--- src/rtl/data_mem_responder.sv ---
// Data-memory responder: word RAM, console output FIFO, status register
// and a free-running cycle counter behind a single CPU memory port.
module data_mem_responder #(
  parameter int unsigned ADDR_BITS  = 8,
  parameter int unsigned FIFO_DEPTH = 4
) (
  input  logic        clk,
  input  logic        rst,
  input  logic [15:0] pmem_addr_in,
  input  logic [15:0] pmem_data_in,
  input  logic        pmem_write,
  output logic [15:0] pmem_data_out,
  output logic [15:0] con_data,
  output logic        con_valid,
  input  logic        con_ready
);

  localparam int unsigned RAM_DEPTH = 1 << ADDR_BITS;
  localparam int unsigned PTR_W     = $clog2(FIFO_DEPTH);
  localparam int unsigned CNT_W     = $clog2(FIFO_DEPTH + 1);

  localparam logic [15:0] ADDR_CONSOLE = 16'hFF00;
  localparam logic [15:0] ADDR_STATUS  = 16'hFF01;
  localparam logic [15:0] ADDR_CYCLES  = 16'hFF02;

  logic [15:0]          ram      [RAM_DEPTH];
  logic [15:0]          fifo_mem [FIFO_DEPTH];
  logic [PTR_W-1:0]     rd_ptr;
  logic [PTR_W-1:0]     wr_ptr;
  logic [PTR_W-1:0]     rd_ptr_nxt;
  logic [CNT_W-1:0]     count;
  logic [CNT_W-1:0]     count_nxt;
  logic                 overflow;
  logic [15:0]          cycles;

  logic [ADDR_BITS-1:0] ram_idx;
  logic                 is_ram;
  logic                 is_con;
  logic                 is_status;
  logic                 is_cycles;
  logic                 wr_en;
  logic                 full;
  logic                 empty;
  logic                 pop;
  logic                 push;
  logic                 ovf_set;
  logic                 ovf_clr;
  logic                 cyc_load;
  logic [15:0]          status;
  logic [15:0]          rd_data;
  logic [15:0]          head_nxt;

  // Address decode, FIFO push/pop decisions and read-data selection
  always_comb begin
    ram_idx    = pmem_addr_in[ADDR_BITS-1:0];
    is_ram     = pmem_addr_in < ADDR_CONSOLE;
    is_con     = pmem_addr_in == ADDR_CONSOLE;
    is_status  = pmem_addr_in == ADDR_STATUS;
    is_cycles  = pmem_addr_in == ADDR_CYCLES;
    wr_en      = pmem_write && !rst;

    full       = count == CNT_W'(FIFO_DEPTH);
    empty      = count == '0;
    pop        = !rst && !empty && con_ready;
    // A pop in the same cycle frees the slot, so a full FIFO still accepts
    push       = wr_en && is_con && (!full || pop);
    ovf_set    = wr_en && is_con && full && !pop;
    ovf_clr    = wr_en && is_status && pmem_data_in[0];
    cyc_load   = wr_en && is_cycles;

    status     = {4'b0, 4'(count), 5'b0, empty, full, overflow};

    rd_data = 16'h0000;
    if (is_ram) begin
      rd_data = ram[ram_idx];
    end else if (is_status) begin
      rd_data = status;
    end else if (is_cycles) begin
      rd_data = cycles;
    end

    count_nxt = count;
    if (push && !pop) begin
      count_nxt = count + CNT_W'(1);
    end else if (pop && !push) begin
      count_nxt = count - CNT_W'(1);
    end

    rd_ptr_nxt = pop ? rd_ptr + PTR_W'(1) : rd_ptr;

    // Head after this edge; the pushed word becomes head when it lands at the new read pointer
    head_nxt = 16'h0000;
    if (count_nxt != '0) begin
      if (push && (rd_ptr_nxt == wr_ptr)) begin
        head_nxt = pmem_data_in;
      end else begin
        head_nxt = fifo_mem[rd_ptr_nxt];
      end
    end
  end

  // Storage arrays: RAM survives reset, FIFO slots are only meaningful via pointers
  always_ff @(posedge clk) begin
    if (wr_en && is_ram) begin
      ram[ram_idx] <= pmem_data_in;
    end
    if (push) begin
      fifo_mem[wr_ptr] <= pmem_data_in;
    end
  end

  // Control state, registered read data and registered console outputs
  always_ff @(posedge clk) begin
    if (rst) begin
      pmem_data_out <= 16'h0000;
      con_data      <= 16'h0000;
      con_valid     <= 1'b0;
      rd_ptr        <= '0;
      wr_ptr        <= '0;
      count         <= '0;
      overflow      <= 1'b0;
      cycles        <= 16'h0000;
    end else begin
      pmem_data_out <= rd_data;
      con_data      <= head_nxt;
      con_valid     <= count_nxt != '0;
      rd_ptr        <= rd_ptr_nxt;
      if (push) begin
        wr_ptr <= wr_ptr + PTR_W'(1);
      end
      count <= count_nxt;
      if (ovf_set) begin
        overflow <= 1'b1;
      end else if (ovf_clr) begin
        overflow <= 1'b0;
      end
      cycles <= cyc_load ? pmem_data_in : cycles + 16'd1;
    end
  end

endmodule

--- config.mk ---
export PLATFORM = sky130hd
export DESIGN_NAME = data_mem_responder
export DESIGN_NICKNAME = d
export VERILOG_FILES = /design/src/rtl/data_mem_responder.sv
export SDC_FILE = /design/constraint.sdc
export NUM_CORES = 2
export LEC_CHECK = 0
export CAP_MARGIN = 40
export CORE_ASPECT_RATIO = 2
export CORE_MARGIN = 2
export CORE_UTILIZATION = 55
export CTS_CLUSTER_DIAMETER = 60
export DETAILED_ROUTE_END_ITERATION = 12
export PLACE_DENSITY = 0.8
export SYNTH_ARGS = -nofsm -noshare
export SYNTH_HDL_FRONTEND = slang
export SYNTH_MEMORY_MAX_BITS = 65536
export SYNTH_SLANG_ARGS = --single-unit
--- constraint.sdc ---
create_clock -name clk -period 3.25 [get_ports clk]
set_input_delay 0.325 -clock clk [delete_from_list [all_inputs] [get_ports clk]]
set_output_delay 0.325 -clock clk [all_outputs]
set_load 0.02 [all_outputs]
==> reports/qor.csv <==
stage;metric;value;unit
run_status;status;complete, no violations;
setup_path;crit_fanout;1;
setup_path;worstRegToRegCells;9;
sta;fin_setup_tns;0;ps
detailed_routing;dr.pass1.iters;8;
die;dieWidth;388;um
synthesis;synth.avg_cell_area;22.0;um^2
synthesis;ys_ff_latch;4217;
die;ios;69;
cells_and_area;multi_input_area;34100;um^2
cells_and_area;n_fill_cell;17700;
synthesis;syn-num-nets;7423;
synthesis;synth.distinct_cells;78;
pwr;p_leak;60.9;nW
pwr;finalPower;0.108;W
clock_network;clk_pin_slew_worst_paths;70;ps
synthesis;synth_area_leader_cell;edfxtp_1;
pwr;irDropWorstVdd;439;uV
clock_network;clockBufferDepth;4;
global_route;antenna_found_initial;32;
sta;period_share;96.1;%
worst_hold_path;worstHoldEndpoint;fifo_mem[3][1]$_DFFE_PP_;
clock_network;clock_latency;940;ps
worst_hold_path;hp-start;pmem_data_in[1];
place;gp_congestion;0.986;
synthesis;synth_top_cell_area_share;76.9;%
detailed_routing;vias;88900;
cells_and_area;drive_gt1_share;30.9;%
cells_and_area;mostFrequentLayoutCell;edfxtp_1;
cells_and_area;final_core_util;64.5;%
cells_and_area;final_cell_mix;edfxtp_1 (4,160), mux4_2 (979), buf_4 (732);
global_route;grt_pass1_vias;88600;
clock_network;clock_sinks;4217;
worst_hold_path;hp-class;in -> reg;
sta;max_freq;320;MHz
global_route;gr-total-overflow;0;
cells_and_area;nets;8497;
synthesis;async_flop_share;0;%
clock_network;cts_setup_buffers;0;
synthesis;seq_area_frac_synth;77.6;%
sta;tightestPinTransition;1180;ps
sta;fin_crit;3120;ps
synthesis;synth_warnings;0;
place;io_buffers;68;
place;place_ws;-679;ps
setup_path;critPathRequiredTime;4060;ps
synthesis;synthTopCellsByArea;edfxtp_1 (77%), mux4_2 (14%), mux2i_1 (2.1%);
die;die_area;300000;um^2
detailed_routing;viasPerCell;7.07;
sta;finalHoldViolations;0;
setup_path;r2r-start;ram[59][8]$_DFFE_PP_;
worst_hold_path;hold_depth;1;
setup_path;r2r-end;pmem_data_out[8]$_SDFF_PP0_;
global_route;grt_pass1_wl;699000;um
sta;rsz0062_at_grt;no;
setup_path;critPathArrivalTime;3930;ps
synthesis;ys.flop_type;edfxtp_1;
job;cap_viol_max_count;0;
synthesis;netlist_instances;7379;
clock_network;cts_tree;built;
die;coreArea;294000;um^2
cells_and_area;syn2layout_area_growth;16.7;%
setup_path;critical_path_class;reg -> reg;
detailed_routing;routed_wl;510000;um
place;dp_hpwl;320000;um
die;initial_utilization;55.2;%
synthesis;synth_edf_count;4160;
pwr;power_density;571;nW/um^2
detailed_routing;routedWlPerCell;40.6;um
die;die_y;773;um
sta;relSlewSlack;21.1;%
detailed_routing;ant_nets;0;
global_route;gr-usage-all-layers;33.8;%
detailed_routing;drc;0;
setup_path;cp-start-kind;register;
setup_path;r2r_slack;130;ps
sta;fin_skew;72.4;ps
sta;fin_ws;125;ps
cells_and_area;regArea;126000;um^2
clock_network;numCtsBuffers;331;
sta;setup_viol;0;
clock_network;cts-root-buf;clkbuf_16;
sta;drv_slew;0;
synthesis;syn_area;162000;um^2
die;placementRows;282;
global_route;grt_max_degree;116;
setup_path;end_kind;register;
clock_network;cts_htree_levels;5;
detailed_routing;drtIter0Drc;15000;
==> logic make-up (layout without fill, tap and decap cells) <==
| group | Yosys count | count (layout) | synth area share, % |
|---|---|---|---|
| AOI/OAI and AO/OA | 569 | 569 | 2.55 |
| xor gates and xnor gates | 20 | 20 | 0.112 |
| adders and majority gates | 8 | 8 | 0.0616 |
| buffers and inverters | 450 | 1783 | 1.48 |
| DFF | 4217 | 4217 | 77.6 |
| muxes | 1380 | 1380 | 16.1 |
| other | 0 | 24 | 0 |
| and+or+nand+nor | 735 | 735 | 2.12 |
==> synthesized netlist by cell type, types with 6 or more instances <==
cell type / instances
o2111ai_1: 13
nand4_1: 25
a2111oi_0: 6
o21ai_0: 52
xor2_1: 8
inv_1: 11
buf_2: 152
o211ai_1: 18
buf_6: 32
a221oi_1: 73
nand2b_1: 21
nor2_1: 327
buf_1: 27
or2_2: 6
nor4_1: 8
nand2_1: 121
a22o_1: 13
mux2_2: 55
a211oi_1: 35
a21oi_1: 90
a31oi_1: 7
and3_1: 18
clkbuf_1: 150
nand3_1: 96
ha_1: 8
buf_4: 76
nor3_1: 29
or4_1: 9
a22oi_1: 117
o2bb2ai_1: 9
mux2i_1: 346
o221ai_1: 37
mux4_2: 979
and2_1: 9
or3_1: 6
xnor2_1: 11
edfxtp_1: 4160
o22ai_1: 45
a32o_1: 20
nor2_2: 9
dfxtp_1: 57
nor2b_1: 18
==> registers in the layout, summed over array words and instances, names as in the netlist <==
name	count
con_data	16
con_valid	1
count	3
cycles	16
fifo_mem	64
overflow	1
pmem_data_out	16
ram	4096
rd_ptr	2
wr_ptr	2
==> routing by layer <==
layer,GRT usage (%),wire (um),share of wire [%],up-vias
met3,6.55,52600,10,1900
li1,-,-,-,33300
met1,36.7,147000,29,45700
met2,56.7,254000,50,8017
met5,0,119,0.023,-
met4,30.1,56600,11,18
==> area by class of cell <==
type | instances | area share [%]
Tap cell | 3834 | 2.53
Clock buffer | 395 | 4.59
Antenna cell | 24 | 0.0317
Inverter | 13 | 0.0284
Sequential cell | 4217 | 66.5
Timing Repair Buffer | 1178 | 7.23
Clock inverter | 197 | 1.15
Multi-Input combinational cell | 2712 | 18.0
==> report_power, final <==
part,internal [W],switching [W],total [W],leakage (nW)
clock network,0.0224,0.0193,0.0418,5.29
logic,0.00242,0.00421,0.00663,17.8
registers,0.0597,0.0000879,0.0598,37.8
==> metrics by stage <==
| stage | hold WS (ps) | std cells | instance area [um^2] |
|---|---|---|---|
| global route | 35.9 | 12500 | 190000 |
| CTS | 0.261 | 12500 | 190000 |
| detailed placement | 484 | 11900 | 179000 |
| global placement | 488 | 11900 | 179000 |
| floorplan | 424 | 7379 | 162000 |
| finish | 34.9 | 12600 | 190000 |
==> what timing repair did <==
action	4_1_cts	5_1_grt
gates resized for setup	0	1
hold buffers	7	0
endpoints found under the hold margin	285	0
endpoints found under the setup margin	0	1
==> how the worst max path moves through the flow <==
stage / startpoint / endpoint / slack [ps] / depth (start not counted)
global placement: pmem_addr_in[0] / pmem_data_out[2]$_SDFF_PP0_ / -810 / 10
floorplan: pmem_addr_in[1] / ram[156][0]$_DFFE_PP_ / 40 / 10
global route: ram[12][8]$_DFFE_PP_ / pmem_data_out[8]$_SDFF_PP0_ / 110 / 10
CTS: ram[12][8]$_DFFE_PP_ / pmem_data_out[8]$_SDFF_PP0_ / 50 / 10
finish: ram[59][8]$_DFFE_PP_ / pmem_data_out[8]$_SDFF_PP0_ / 130 / 9
detailed placement: pmem_addr_in[0] / pmem_data_out[8]$_SDFF_PP0_ / -680 / 12
==> worst max-delay path, stage by stage (launching register included) <==
cell and delay [ps]:
edfxtp_1 370, mux4_2 480, mux2i_1 430, o32ai_1 160
a2111oi_1 590, buf_4 230, nand4_1 70, nor3_1 420
buf_4 190, a311oi_1 80
Power figures use the tool's default switching activity.
